$ cat src/rtl/mux_pipe_hs.sv
// mux_pipe_hs: N-way registered multiplexer, valid/ready on both sides, 2-entry skid buffer.
// Optional macro MUX_PIPE_SEL_CHECK_EN: out-of-range selects are dropped and flagged on sel_err.
module mux_pipe_hs #(
   parameter int  WIDTH  = 32,
   parameter int  NUM_IN = 4,
   localparam int SEL_W  = (NUM_IN > 2) ? $clog2(NUM_IN) : 1
) (
   input  logic                      clk,
   input  logic                      rst_n,
   input  logic                      in_valid,
   output logic                      in_ready,
   input  logic [SEL_W-1:0]          sel,
   input  logic [NUM_IN*WIDTH-1:0]   data_in,
   output logic                      out_valid,
   input  logic                      out_ready,
   output logic [WIDTH-1:0]          data_out,
   output logic [SEL_W-1:0]          out_sel,
   output logic                      sel_err
);

   logic               r_main_valid;
   logic [WIDTH-1:0]   r_main_data;
   logic [SEL_W-1:0]   r_main_sel;
   logic               r_skid_valid;
   logic [WIDTH-1:0]   r_skid_data;
   logic [SEL_W-1:0]   r_skid_sel;
   logic               r_in_ready;
   logic               r_sel_err;

   logic               w_accept;
   logic               w_enq;
   logic               w_drain;
   logic [WIDTH-1:0]   w_mux;

   logic               w_main_valid_nxt;
   logic [WIDTH-1:0]   w_main_data_nxt;
   logic [SEL_W-1:0]   w_main_sel_nxt;
   logic               w_skid_valid_nxt;
   logic [WIDTH-1:0]   w_skid_data_nxt;
   logic [SEL_W-1:0]   w_skid_sel_nxt;
   logic               w_sel_err_nxt;

   assign w_accept = in_valid && r_in_ready;
   assign w_drain  = r_main_valid && out_ready;

`ifdef MUX_PIPE_SEL_CHECK_EN
   localparam logic [SEL_W:0] LP_NUM_IN = (SEL_W+1)'(NUM_IN);
   logic w_oor;
   assign w_oor         = ({1'b0, sel} >= LP_NUM_IN);
   assign w_enq         = w_accept && !w_oor;
   assign w_sel_err_nxt = w_accept && w_oor;
`else
   assign w_enq         = w_accept;
   assign w_sel_err_nxt = 1'b0;
`endif

   // Operand select; an index with no matching input falls back to input 0.
   always_comb begin
      w_mux = data_in[WIDTH-1:0];
      for (int k = 1; k < NUM_IN; k++) begin
         w_mux = ({1'b0, sel} == (SEL_W+1)'(k)) ? data_in[k*WIDTH +: WIDTH] : w_mux;
      end
   end

   // Main/skid next state: drain first, then fill main, else park the beat in skid.
   always_comb begin
      w_main_valid_nxt = r_main_valid;
      w_main_data_nxt  = r_main_data;
      w_main_sel_nxt   = r_main_sel;
      w_skid_valid_nxt = r_skid_valid;
      w_skid_data_nxt  = r_skid_data;
      w_skid_sel_nxt   = r_skid_sel;
      if (w_drain) begin
         if (r_skid_valid) begin
            w_main_valid_nxt = 1'b1;
            w_main_data_nxt  = r_skid_data;
            w_main_sel_nxt   = r_skid_sel;
            w_skid_valid_nxt = 1'b0;
         end else if (w_enq) begin
            w_main_valid_nxt = 1'b1;
            w_main_data_nxt  = w_mux;
            w_main_sel_nxt   = sel;
         end else begin
            w_main_valid_nxt = 1'b0;
         end
      end else if (!r_main_valid) begin
         if (w_enq) begin
            w_main_valid_nxt = 1'b1;
            w_main_data_nxt  = w_mux;
            w_main_sel_nxt   = sel;
         end else begin
            w_main_valid_nxt = 1'b0;
         end
      end else begin
         if (w_enq) begin
            w_skid_valid_nxt = 1'b1;
            w_skid_data_nxt  = w_mux;
            w_skid_sel_nxt   = sel;
         end else begin
            w_skid_valid_nxt = r_skid_valid;
         end
      end
   end

   // State registers; in_ready is registered from the next skid state so out_ready never reaches it combinationally.
   always_ff @(posedge clk or negedge rst_n) begin
      if (!rst_n) begin
         r_main_valid <= 1'b0;
         r_main_data  <= '0;
         r_main_sel   <= '0;
         r_skid_valid <= 1'b0;
         r_skid_data  <= '0;
         r_skid_sel   <= '0;
         r_in_ready   <= 1'b0;
         r_sel_err    <= 1'b0;
      end else begin
         r_main_valid <= w_main_valid_nxt;
         r_main_data  <= w_main_data_nxt;
         r_main_sel   <= w_main_sel_nxt;
         r_skid_valid <= w_skid_valid_nxt;
         r_skid_data  <= w_skid_data_nxt;
         r_skid_sel   <= w_skid_sel_nxt;
         r_in_ready   <= !w_skid_valid_nxt;
         r_sel_err    <= w_sel_err_nxt;
      end
   end

   assign in_ready  = r_in_ready;
   assign out_valid = r_main_valid;
   assign data_out  = r_main_data;
   assign out_sel   = r_main_sel;
   assign sel_err   = r_sel_err;

endmodule
$ cat config.mk
export PLATFORM = sky130hd
export DESIGN_NAME = mux_pipe_hs
export DESIGN_NICKNAME = d
export VERILOG_FILES = /design/src/rtl/mux_pipe_hs.sv
export SDC_FILE = /design/constraint.sdc
export NUM_CORES = 1
export LEC_CHECK = 0
export ABC_AREA = 1
export ABC_CLOCK_PERIOD_IN_PS = 1400
export BUFFER_PORTS_ARGS = -buffer_cell sky130_fd_sc_hd__buf_4
export CAP_MARGIN = 40
export CORE_MARGIN = 5
export CORE_UTILIZATION = 51
export DETAILED_ROUTE_END_ITERATION = 10
export PLACE_DENSITY = 0.88
export SYNTH_ARGS = -nofsm -noshare
export SYNTH_HDL_FRONTEND = slang
export SYNTH_SLANG_ARGS = --single-unit
$ cat constraint.sdc
create_clock -name clk -period 1.4 [get_ports clk]
set_input_delay 0.07 -clock clk [delete_from_list [all_inputs] [get_ports clk]]
set_output_delay 0.07 -clock clk [all_outputs]
set_load 0.005 [all_outputs]
==> report_table.html, run 1 <==
<table>
<tr><th>Metric</th><th>Value</th></tr>
<tr><th colspan="2">Synth</th></tr>
<tr><td>Net count of the mapped netlist</td><td>874</td></tr>
<tr><td>Number of flops mapped to enable cells by yosys</td><td>0</td></tr>
<tr><td>Proportion of synthesized chip area in sequential cells</td><td>0.366</td></tr>
<tr><td>Distinct cells, synth</td><td>25</td></tr>
<tr><td>Share of flip-flops with an asynchronous set or reset</td><td>1.00</td></tr>
<tr><td>Top FF cell, synth</td><td>sky130_fd_sc_hd__dfrtp_1</td></tr>
<tr><td>Total of flip-flops plus latches after synthesis</td><td>71</td></tr>
<tr><td>Gate count after technology mapping</td><td>740</td></tr>
<tr><td>Synthesized cell area</td><td>4850 um2</td></tr>
<tr><td>Count of yosys warnings during synthesis</td><td>0</td></tr>
<tr><td>Post-synthesis area per instance</td><td>6.55 um2</td></tr>
<tr><th colspan="2">STA</th></tr>
<tr><td>Worst setup skew after layout</td><td>0.0110 ns</td></tr>
<tr><td>Final Hold Fails</td><td>0</td></tr>
<tr><td>Final setup violation count</td><td>0</td></tr>
<tr><td>Maximum achievable frequency</td><td>0.763 GHz</td></tr>
<tr><td>Count of pins over their slew limit</td><td>0</td></tr>
<tr><td>Clock period minus final worst setup slack</td><td>1.31 ns</td></tr>
<tr><td>Crit path setup slack, layout</td><td>0.0891 ns</td></tr>
<tr><td>Final cycle utilization of the critical path</td><td>0.936</td></tr>
<tr><th colspan="2">Power</th></tr>
<tr><td>Register share of total power</td><td>0.332</td></tr>
<tr><td>Leak</td><td>3.79 nW</td></tr>
<tr><td>Pwr/cell area</td><td>1640 nW/um2</td></tr>
<tr><td>IR Drop Worst-Case VDD</td><td>0.736 mV</td></tr>
<tr><td>Pint</td><td>6.72 mW</td></tr>
<tr><td>Total net switching power</td><td>4.13 mW</td></tr>
<tr><td>Overall power of the completed layout</td><td>10.9 mW</td></tr>
<tr><td>Share of total power consumed by net switching</td><td>0.381</td></tr>
<tr><td>Fraction of power consumed by the clock network</td><td>0.200</td></tr>
<tr><td>Part of the power in combinational logic</td><td>0.468</td></tr>
<tr><th colspan="2">Die</th></tr>
<tr><td>Die height</td><td>108 um</td></tr>
<tr><td>Full die area</td><td>11,600 um2</td></tr>
<tr><td>Die boundary width</td><td>108 um</td></tr>
<tr><td>FP Rows</td><td>35</td></tr>
<tr><td>Effective utilization at floorplan</td><td>0.525</td></tr>
<tr><td>Top-level I/O count</td><td>171</td></tr>
<tr><td>Core outline area</td><td>9240 um2</td></tr>
<tr><th colspan="2">Detailed routing</th></tr>
<tr><td>Total Wirelength</td><td>14.6 mm</td></tr>
<tr><td>Number of design-rule violations left by the first detailed-router iteration</td><td>277</td></tr>
<tr><td>Via density per instance</td><td>5.04</td></tr>
<tr><td>Via count</td><td>5,231</td></tr>
<tr><td>Routed wire per std cell</td><td>14.1 um</td></tr>
<tr><td>Drt drc</td><td>0</td></tr>
<tr><td>Remaining antenna violation count</td><td>0</td></tr>
<tr><td>First-pass iteration count of the detailed router</td><td>4</td></tr>
<tr><th colspan="2">Clocking</th></tr>
<tr><td>Clock slew seen by the registers of the worst setup and hold paths</td><td>0.08 ns</td></tr>
<tr><td>Total CTS buffers</td><td>9</td></tr>
<tr><td>Number of sinks handled by clock tree synthesis</td><td>71</td></tr>
<tr><td>CTS Root Buffer Type</td><td>sky130_fd_sc_hd__clkbuf_8</td></tr>
<tr><td>Maximum number of buffers from clock root to sink</td><td>2</td></tr>
<tr><td>H-Tree Depth</td><td>3</td></tr>
<tr><td>Latest clock arrival within the worst-skew pair</td><td>0.35 ns</td></tr>
<tr><td>TritonCTS clock tree</td><td>built</td></tr>
<tr><th colspan="2">Status</th></tr>
<tr><td>Result of the run</td><td>completed</td></tr>
<tr><th colspan="2">Global routing</th></tr>
<tr><td>Grt met2 use</td><td>0.437</td></tr>
<tr><td>Global-route met3 utilization</td><td>0.0456</td></tr>
<tr><td>First-pass GRT wire length</td><td>23.8 mm</td></tr>
<tr><td>Overall Global Routing Usage</td><td>0.255</td></tr>
<tr><td>Largest net degree at the start of global routing</td><td>72</td></tr>
<tr><td>Number of antenna violations at the first check in global routing</td><td>0</td></tr>
<tr><td>Routing layer with the top usage in global route</td><td>met2</td></tr>
<tr><td>Grt met1 use</td><td>0.331</td></tr>
<tr><td>GRT Residual Overflow</td><td>0</td></tr>
<tr><td>Vias in the first global route</td><td>5,090</td></tr>
<tr><th colspan="2">Place</th></tr>
<tr><td>Worst Setup Slack post-DPL</td><td>0.0308 ns</td></tr>
<tr><td>PortBufs</td><td>169</td></tr>
<tr><td>Weighted congestion reported at the end of routability-driven placement</td><td>0.815</td></tr>
<tr><td>DPL Wire Length</td><td>10.7 mm</td></tr>
<tr><th colspan="2">Worst setup path</th></tr>
<tr><td>WS Path Type</td><td>reg2reg</td></tr>
<tr><td>Critical Path Source Type</td><td>flop</td></tr>
<tr><td>Endpoint arrival time on the critical path</td><td>1.53 ns</td></tr>
<tr><td>Largest fanout of any net on the critical path</td><td>10</td></tr>
<tr><td>Worst path required time</td><td>1.62 ns</td></tr>
<tr><td>Category of the worst setup path capture point</td><td>flop</td></tr>
<tr><th colspan="2">Final layout</th></tr>
<tr><td>Inserted Diodes</td><td>0</td></tr>
<tr><td>Area growth from synthesis to layout</td><td>36.2%</td></tr>
<tr><td>Ratio of cells with drive above 1 in the final layout</td><td>0.289</td></tr>
<tr><td>Top library cells by usage in the layout, fill and taps aside</td><td>sky130_fd_sc_hd__nand2_1, sky130_fd_sc_hd__buf_4, sky130_fd_sc_hd__inv_1, sky130_fd_sc_hd__dfrtp_1, sky130_fd_sc_hd__nor2_1</td></tr>
<tr><td>Filler Cells Inserted</td><td>759</td></tr>
<tr><td>Most common library cell in the layout ignoring fill and taps</td><td>sky130_fd_sc_hd__nand2_1</td></tr>
<tr><td>Final-stage net count</td><td>1,038</td></tr>
<tr><th colspan="2">Job</th></tr>
<tr><td>MaxCap Viol Count</td><td>0</td></tr>
<tr><th colspan="2">Min path</th></tr>
<tr><td>Hold/Removal Path Class</td><td>in2reg</td></tr>
</table>
[Yosys cell counts, types with 4 or more instances]
cell,n,area share
sky130_fd_sc_hd__o21ai_0,25,0.026
sky130_fd_sc_hd__dfrtp_1,71,0.37
sky130_fd_sc_hd__inv_1,93,0.072
sky130_fd_sc_hd__buf_6,4,0.0093
sky130_fd_sc_hd__nor2_1,70,0.054
sky130_fd_sc_hd__a21oi_1,38,0.039
sky130_fd_sc_hd__nand3_1,46,0.047
sky130_fd_sc_hd__nand3_2,19,0.039
sky130_fd_sc_hd__nand2_2,22,0.028
sky130_fd_sc_hd__buf_2,14,0.014
sky130_fd_sc_hd__o22ai_1,32,0.041
sky130_fd_sc_hd__nand2_1,266,0.21
sky130_fd_sc_hd__buf_4,6,0.0093
sky130_fd_sc_hd__clkbuf_1,18,0.014
[kinds of logic after synthesis]
kind of cell / Yosys count / share of synthesized area
DFF: 71 / 0.366
buffers and inverters: 143 / 0.136
other: 1 / 0.000773
and+or+nand+nor: 428 / 0.389
AOI/OAI and AO/OA: 97 / 0.108
[area by class of cell]
class                           instances  area (um2)  area share
Multi-Input combinational cell        526        2420       0.366
Clock inverter                          6         133      0.0201
Tap cell                              129         161      0.0245
Sequential cell                        71        1780       0.269
Inverter                               98         379      0.0574
Timing Repair Buffer                  198        1610       0.243
Clock buffer                           10         128      0.0193
[sequential cells by signal (all words and copies together) (netlist names)]
| name | count |
|---|---|
| r_skid_sel | 2 |
| data_out | 32 |
| r_skid_data | 32 |
| out_sel | 2 |
| in_ready | 1 |
| out_valid | 1 |
| r_skid_valid | 1 |
[final timing paths]
check | cells after the start | start | end | slack [ns]
max | 6 | out_valid | r_skid_data[16] | 0.09
min | 3 | out_ready | in_ready | 0.06
max reg2reg | 6 | out_valid | r_skid_data[16] | 0.09
min reg2reg | 2 | data_out[0] | data_out[0] | 0.51
max in group asynchronous | 3 | rst_n | r_skid_sel[1] | 0.81
min in group asynchronous | 3 | rst_n | data_out[13] | 0.26
[power by group through the flow]
| stage | registers, mW | logic (mW) | clock network, mW |
|---|---|---|---|
| final | 3.60 | 5.08 | 2.17 |
| after global routing | 3.71 | 5.70 | 2.25 |
| after CTS | 3.60 | 5.06 | 2.17 |
| after detailed placement | 3.63 | 5.02 | 0 |
| after global placement | 3.57 | 4.86 | 0 |
| after floorplan | 3.56 | 2.96 | 0 |
[stage by stage]
stage	std cells	util	hold WS (ns)	setup TNS (ns)	cell area, um2
finish	1038	0.714	0.0616	0	6600
global route	1038	0.714	0.0748	-0.00239	6600
CTS	1037	0.712	0.0754	0	6580
detailed placement	1020	0.683	0.111	0	6310
global placement	1020	0.683	0.108	0	6310
floorplan	740	-	-0.226	0	4850
[timing repair]
action / 4_1_cts / 5_1_grt
gates resized for setup: 0 / 4
buffers inserted: 0 / 1
hold buffers: 1 / 0
hold endpoints to repair: 71 / 0
setup endpoints to repair: 0 / 9
[critical path: stages, from the launching register on]
cell and delay (ns):
sky130_fd_sc_hd__dfrtp_1 0.41, sky130_fd_sc_hd__inv_1 0.10, sky130_fd_sc_hd__nor2_4 0.14, sky130_fd_sc_hd__inv_2 0.08
sky130_fd_sc_hd__nor2_4 0.13, sky130_fd_sc_hd__buf_4 0.20, sky130_fd_sc_hd__o22ai_1 0.10
[metal layers]
layer	share of wire	vias to the layer above
met1	0.41	2375
li1	-	2617
met2	0.49	217
met3	0.086	22
met4	0.014	0
met5	0	-
Note: power is estimated with default switching activity, not from simulation.
==> inputs of run 2 (changes only) <==
--- a/config.mk
+++ b/config.mk
@@ -10,7 +10,8 @@
 export BUFFER_PORTS_ARGS = -buffer_cell sky130_fd_sc_hd__buf_4
 export CAP_MARGIN = 40
-export CORE_MARGIN = 5
+export CORE_MARGIN = 4
 export CORE_UTILIZATION = 51
 export DETAILED_ROUTE_END_ITERATION = 10
+export GPL_ROUTABILITY_DRIVEN = 0
 export PLACE_DENSITY = 0.88
 export SYNTH_ARGS = -nofsm -noshare
==> constraint.sdc (replaced) <==
create_clock -name clk -period 1.4 [get_ports clk]
set_input_delay 0.07 -clock clk [delete_from_list [all_inputs] [get_ports clk]]
set_output_delay 0.07 -clock clk [all_outputs]
set_load 0.1 [all_outputs]
==> run 2 against run 1 <==
Effect of this change: highest routed layer unchanged; largest cell class unchanged; via count rose by 0.23%; clock skew fell by 0.0016 ns; routed wire length rose by 0.10%; non-clock buffer count fell by 3.
==> report_table.html, run 2 (synthesis gave the netlist of run 1 again) <==
<table>
<tr><th>Metric</th><th>Value</th></tr>
<tr><th colspan="2">Status</th></tr>
<tr><td>Result of the run</td><td>completed</td></tr>
<tr><th colspan="2">STA</th></tr>
<tr><td>Final setup violation count</td><td>0</td></tr>
<tr><td>Maximum achievable frequency</td><td>0.754 GHz</td></tr>
<tr><td>Final cycle utilization of the critical path</td><td>0.947</td></tr>
<tr><td>Final Hold Fails</td><td>0</td></tr>
<tr><td>Count of pins over their slew limit</td><td>0</td></tr>
<tr><td>Worst setup skew after layout</td><td>0.00941 ns</td></tr>
<tr><td>Clock period minus final worst setup slack</td><td>1.33 ns</td></tr>
<tr><td>Crit path setup slack, layout</td><td>0.0739 ns</td></tr>
<tr><th colspan="2">Die</th></tr>
<tr><td>Die height</td><td>106 um</td></tr>
<tr><td>Die boundary width</td><td>106 um</td></tr>
<tr><td>Effective utilization at floorplan</td><td>0.525</td></tr>
<tr><td>Top-level I/O count</td><td>171</td></tr>
<tr><td>Full die area</td><td>11,100 um2</td></tr>
<tr><td>FP Rows</td><td>35</td></tr>
<tr><td>Core outline area</td><td>9240 um2</td></tr>
<tr><th colspan="2">Clocking</th></tr>
<tr><td>Clock slew seen by the registers of the worst setup and hold paths</td><td>0.07 ns</td></tr>
<tr><td>Maximum number of buffers from clock root to sink</td><td>2</td></tr>
<tr><td>CTS Root Buffer Type</td><td>sky130_fd_sc_hd__clkbuf_8</td></tr>
<tr><td>H-Tree Depth</td><td>3</td></tr>
<tr><td>Number of sinks handled by clock tree synthesis</td><td>71</td></tr>
<tr><td>Total CTS buffers</td><td>9</td></tr>
<tr><td>Latest clock arrival within the worst-skew pair</td><td>0.34 ns</td></tr>
<tr><td>Post-CTS setup-driven buffer insertion count</td><td>0</td></tr>
<tr><td>TritonCTS clock tree</td><td>built</td></tr>
<tr><th colspan="2">Place</th></tr>
<tr><td>Worst Setup Slack post-DPL</td><td>0.0198 ns</td></tr>
<tr><td>DPL Wire Length</td><td>10.7 mm</td></tr>
<tr><td>PortBufs</td><td>169</td></tr>
<tr><th colspan="2">Final layout</th></tr>
<tr><td>Most common library cell in the layout ignoring fill and taps</td><td>sky130_fd_sc_hd__nand2_1</td></tr>
<tr><td>Inserted Diodes</td><td>0</td></tr>
<tr><td>Top library cells by usage in the layout, fill and taps aside</td><td>sky130_fd_sc_hd__nand2_1, sky130_fd_sc_hd__buf_4, sky130_fd_sc_hd__inv_1, sky130_fd_sc_hd__nor2_1, sky130_fd_sc_hd__dfrtp_1</td></tr>
<tr><td>Final-stage net count</td><td>1,035</td></tr>
<tr><td>Area growth from synthesis to layout</td><td>35.0%</td></tr>
<tr><td>Ratio of cells with drive above 1 in the final layout</td><td>0.291</td></tr>
<tr><td>Fraction of the core area covered by cells at the end of the flow</td><td>0.708</td></tr>
<tr><th colspan="2">Global routing</th></tr>
<tr><td>Number of antenna violations at the first check in global routing</td><td>0</td></tr>
<tr><td>GRT Residual Overflow</td><td>0</td></tr>
<tr><td>First-pass GRT wire length</td><td>24.5 mm</td></tr>
<tr><td>Vias in the first global route</td><td>5,232</td></tr>
<tr><td>Overall Global Routing Usage</td><td>0.268</td></tr>
<tr><td>Largest net degree at the start of global routing</td><td>39</td></tr>
<tr><th colspan="2">Worst setup path</th></tr>
<tr><td>Number of cells on the worst reg-to-reg path</td><td>7</td></tr>
<tr><td>First element of the critical path</td><td>out_valid</td></tr>
<tr><td>Category of the worst setup path capture point</td><td>flop</td></tr>
<tr><td>Largest fanout of any net on the critical path</td><td>18</td></tr>
<tr><td>Worst path required time</td><td>1.66 ns</td></tr>
<tr><td>Critical Path Source Type</td><td>flop</td></tr>
<tr><td>WS Path Type</td><td>reg2reg</td></tr>
<tr><td>Endpoint arrival time on the critical path</td><td>1.59 ns</td></tr>
<tr><td>Reg2reg start</td><td>out_valid</td></tr>
<tr><th colspan="2">Detailed routing</th></tr>
<tr><td>Via count</td><td>5,243</td></tr>
<tr><td>Routed wire per std cell</td><td>14.2 um</td></tr>
<tr><td>First-pass iteration count of the detailed router</td><td>4</td></tr>
<tr><td>Via density per instance</td><td>5.07</td></tr>
<tr><td>Drt drc</td><td>0</td></tr>
<tr><td>Total Wirelength</td><td>14.7 mm</td></tr>
<tr><td>Remaining antenna violation count</td><td>0</td></tr>
<tr><td>Number of design-rule violations left by the first detailed-router iteration</td><td>287</td></tr>
<tr><th colspan="2">Power</th></tr>
<tr><td>Leak</td><td>3.76 nW</td></tr>
<tr><td>Pwr/cell area</td><td>2140 nW/um2</td></tr>
<tr><td>IR Drop Worst-Case VDD</td><td>1.04 mV</td></tr>
<tr><th colspan="2">Min path</th></tr>
<tr><td>Hold/Removal Path Class</td><td>in2reg</td></tr>
<tr><td>Cells on Worst Hold Path</td><td>3</td></tr>
<tr><td>Worst Min Path Start</td><td>out_ready</td></tr>
<tr><th colspan="2">Job</th></tr>
<tr><td>MaxCap Viol Count</td><td>0</td></tr>
</table>
-- run 2: through the flow --
stage / hold WS, ns / instance area (um2) / power (mW) / TNS, ns / cells
2_1_floorplan: -0.226 / 4890 / 10.1 / -1.34 / 740
3_5_place_dp: -0.0551 / 6330 / 12.3 / 0 / 1018
4_1_cts: 0.0518 / 6530 / 14.0 / 0 / 1035
3_3_place_gp: -0.0565 / 6330 / 12.1 / 0 / 1018
5_1_grt: 0.0759 / 6550 / 14.9 / -0.000306 / 1035
6_report: 0.0438 / 6550 / 14.0 / 0 / 1035
-- run 2: what timing repair did --
item / CTS / global route
resized for setup: 0 / 7
hold buffers: 1 / 0
endpoints found under the hold margin: 71 / 0
endpoints found under the setup margin: 0 / 19
-- run 2: cell type report --
type                            count  area (um2)
Tap cell                          129         161
Sequential cell                    71        1780
Inverter                           98         382
Fill cell                         746        2700
Timing Repair Buffer              195        1610
Clock inverter                      4        45.0
Multi-Input combinational cell    526        2420
Clock buffer                       12         145
-- run 2: path summary, 6_finish.rpt --
| kind | to | slack, ns |
|---|---|---|
| setup / recovery | r_skid_sel[0] | 0.07 |
| hold / removal | in_ready | 0.04 |
| setup reg to reg | r_skid_sel[0] | 0.07 |
| hold reg to reg | data_out[5] | 0.51 |
| max in group asynchronous | r_skid_data[12] | 0.70 |
| min in group asynchronous | out_sel[0] | 0.11 |
-- run 2: routing by layer --
layer  vias up  GRT usage  wire, um
met5         -          0         0
met4         0      0.107       334
met3        32     0.0514      1050
met2       222      0.459      7300
met1      2380      0.333      5970
li1       2609          -         -
-- run 2: worst max-delay path, cell delays in order (launching register included) --
cell and delay (ns):
sky130_fd_sc_hd__dfrtp_4 0.46, sky130_fd_sc_hd__inv_4 0.05, sky130_fd_sc_hd__nor2_4 0.16, sky130_fd_sc_hd__inv_2 0.10, sky130_fd_sc_hd__nor2_4 0.14, sky130_fd_sc_hd__buf_12 0.17
sky130_fd_sc_hd__nor2_1 0.05, sky130_fd_sc_hd__a21oi_1 0.11
-- run 2: power by group --
part	switching (mW)	leakage (nW)	internal (mW)
clock	0.763	0.100	0.865
combinational	6.31	2.79	2.38
sequential	0.610	0.871	3.06
total	7.69	3.76	6.31
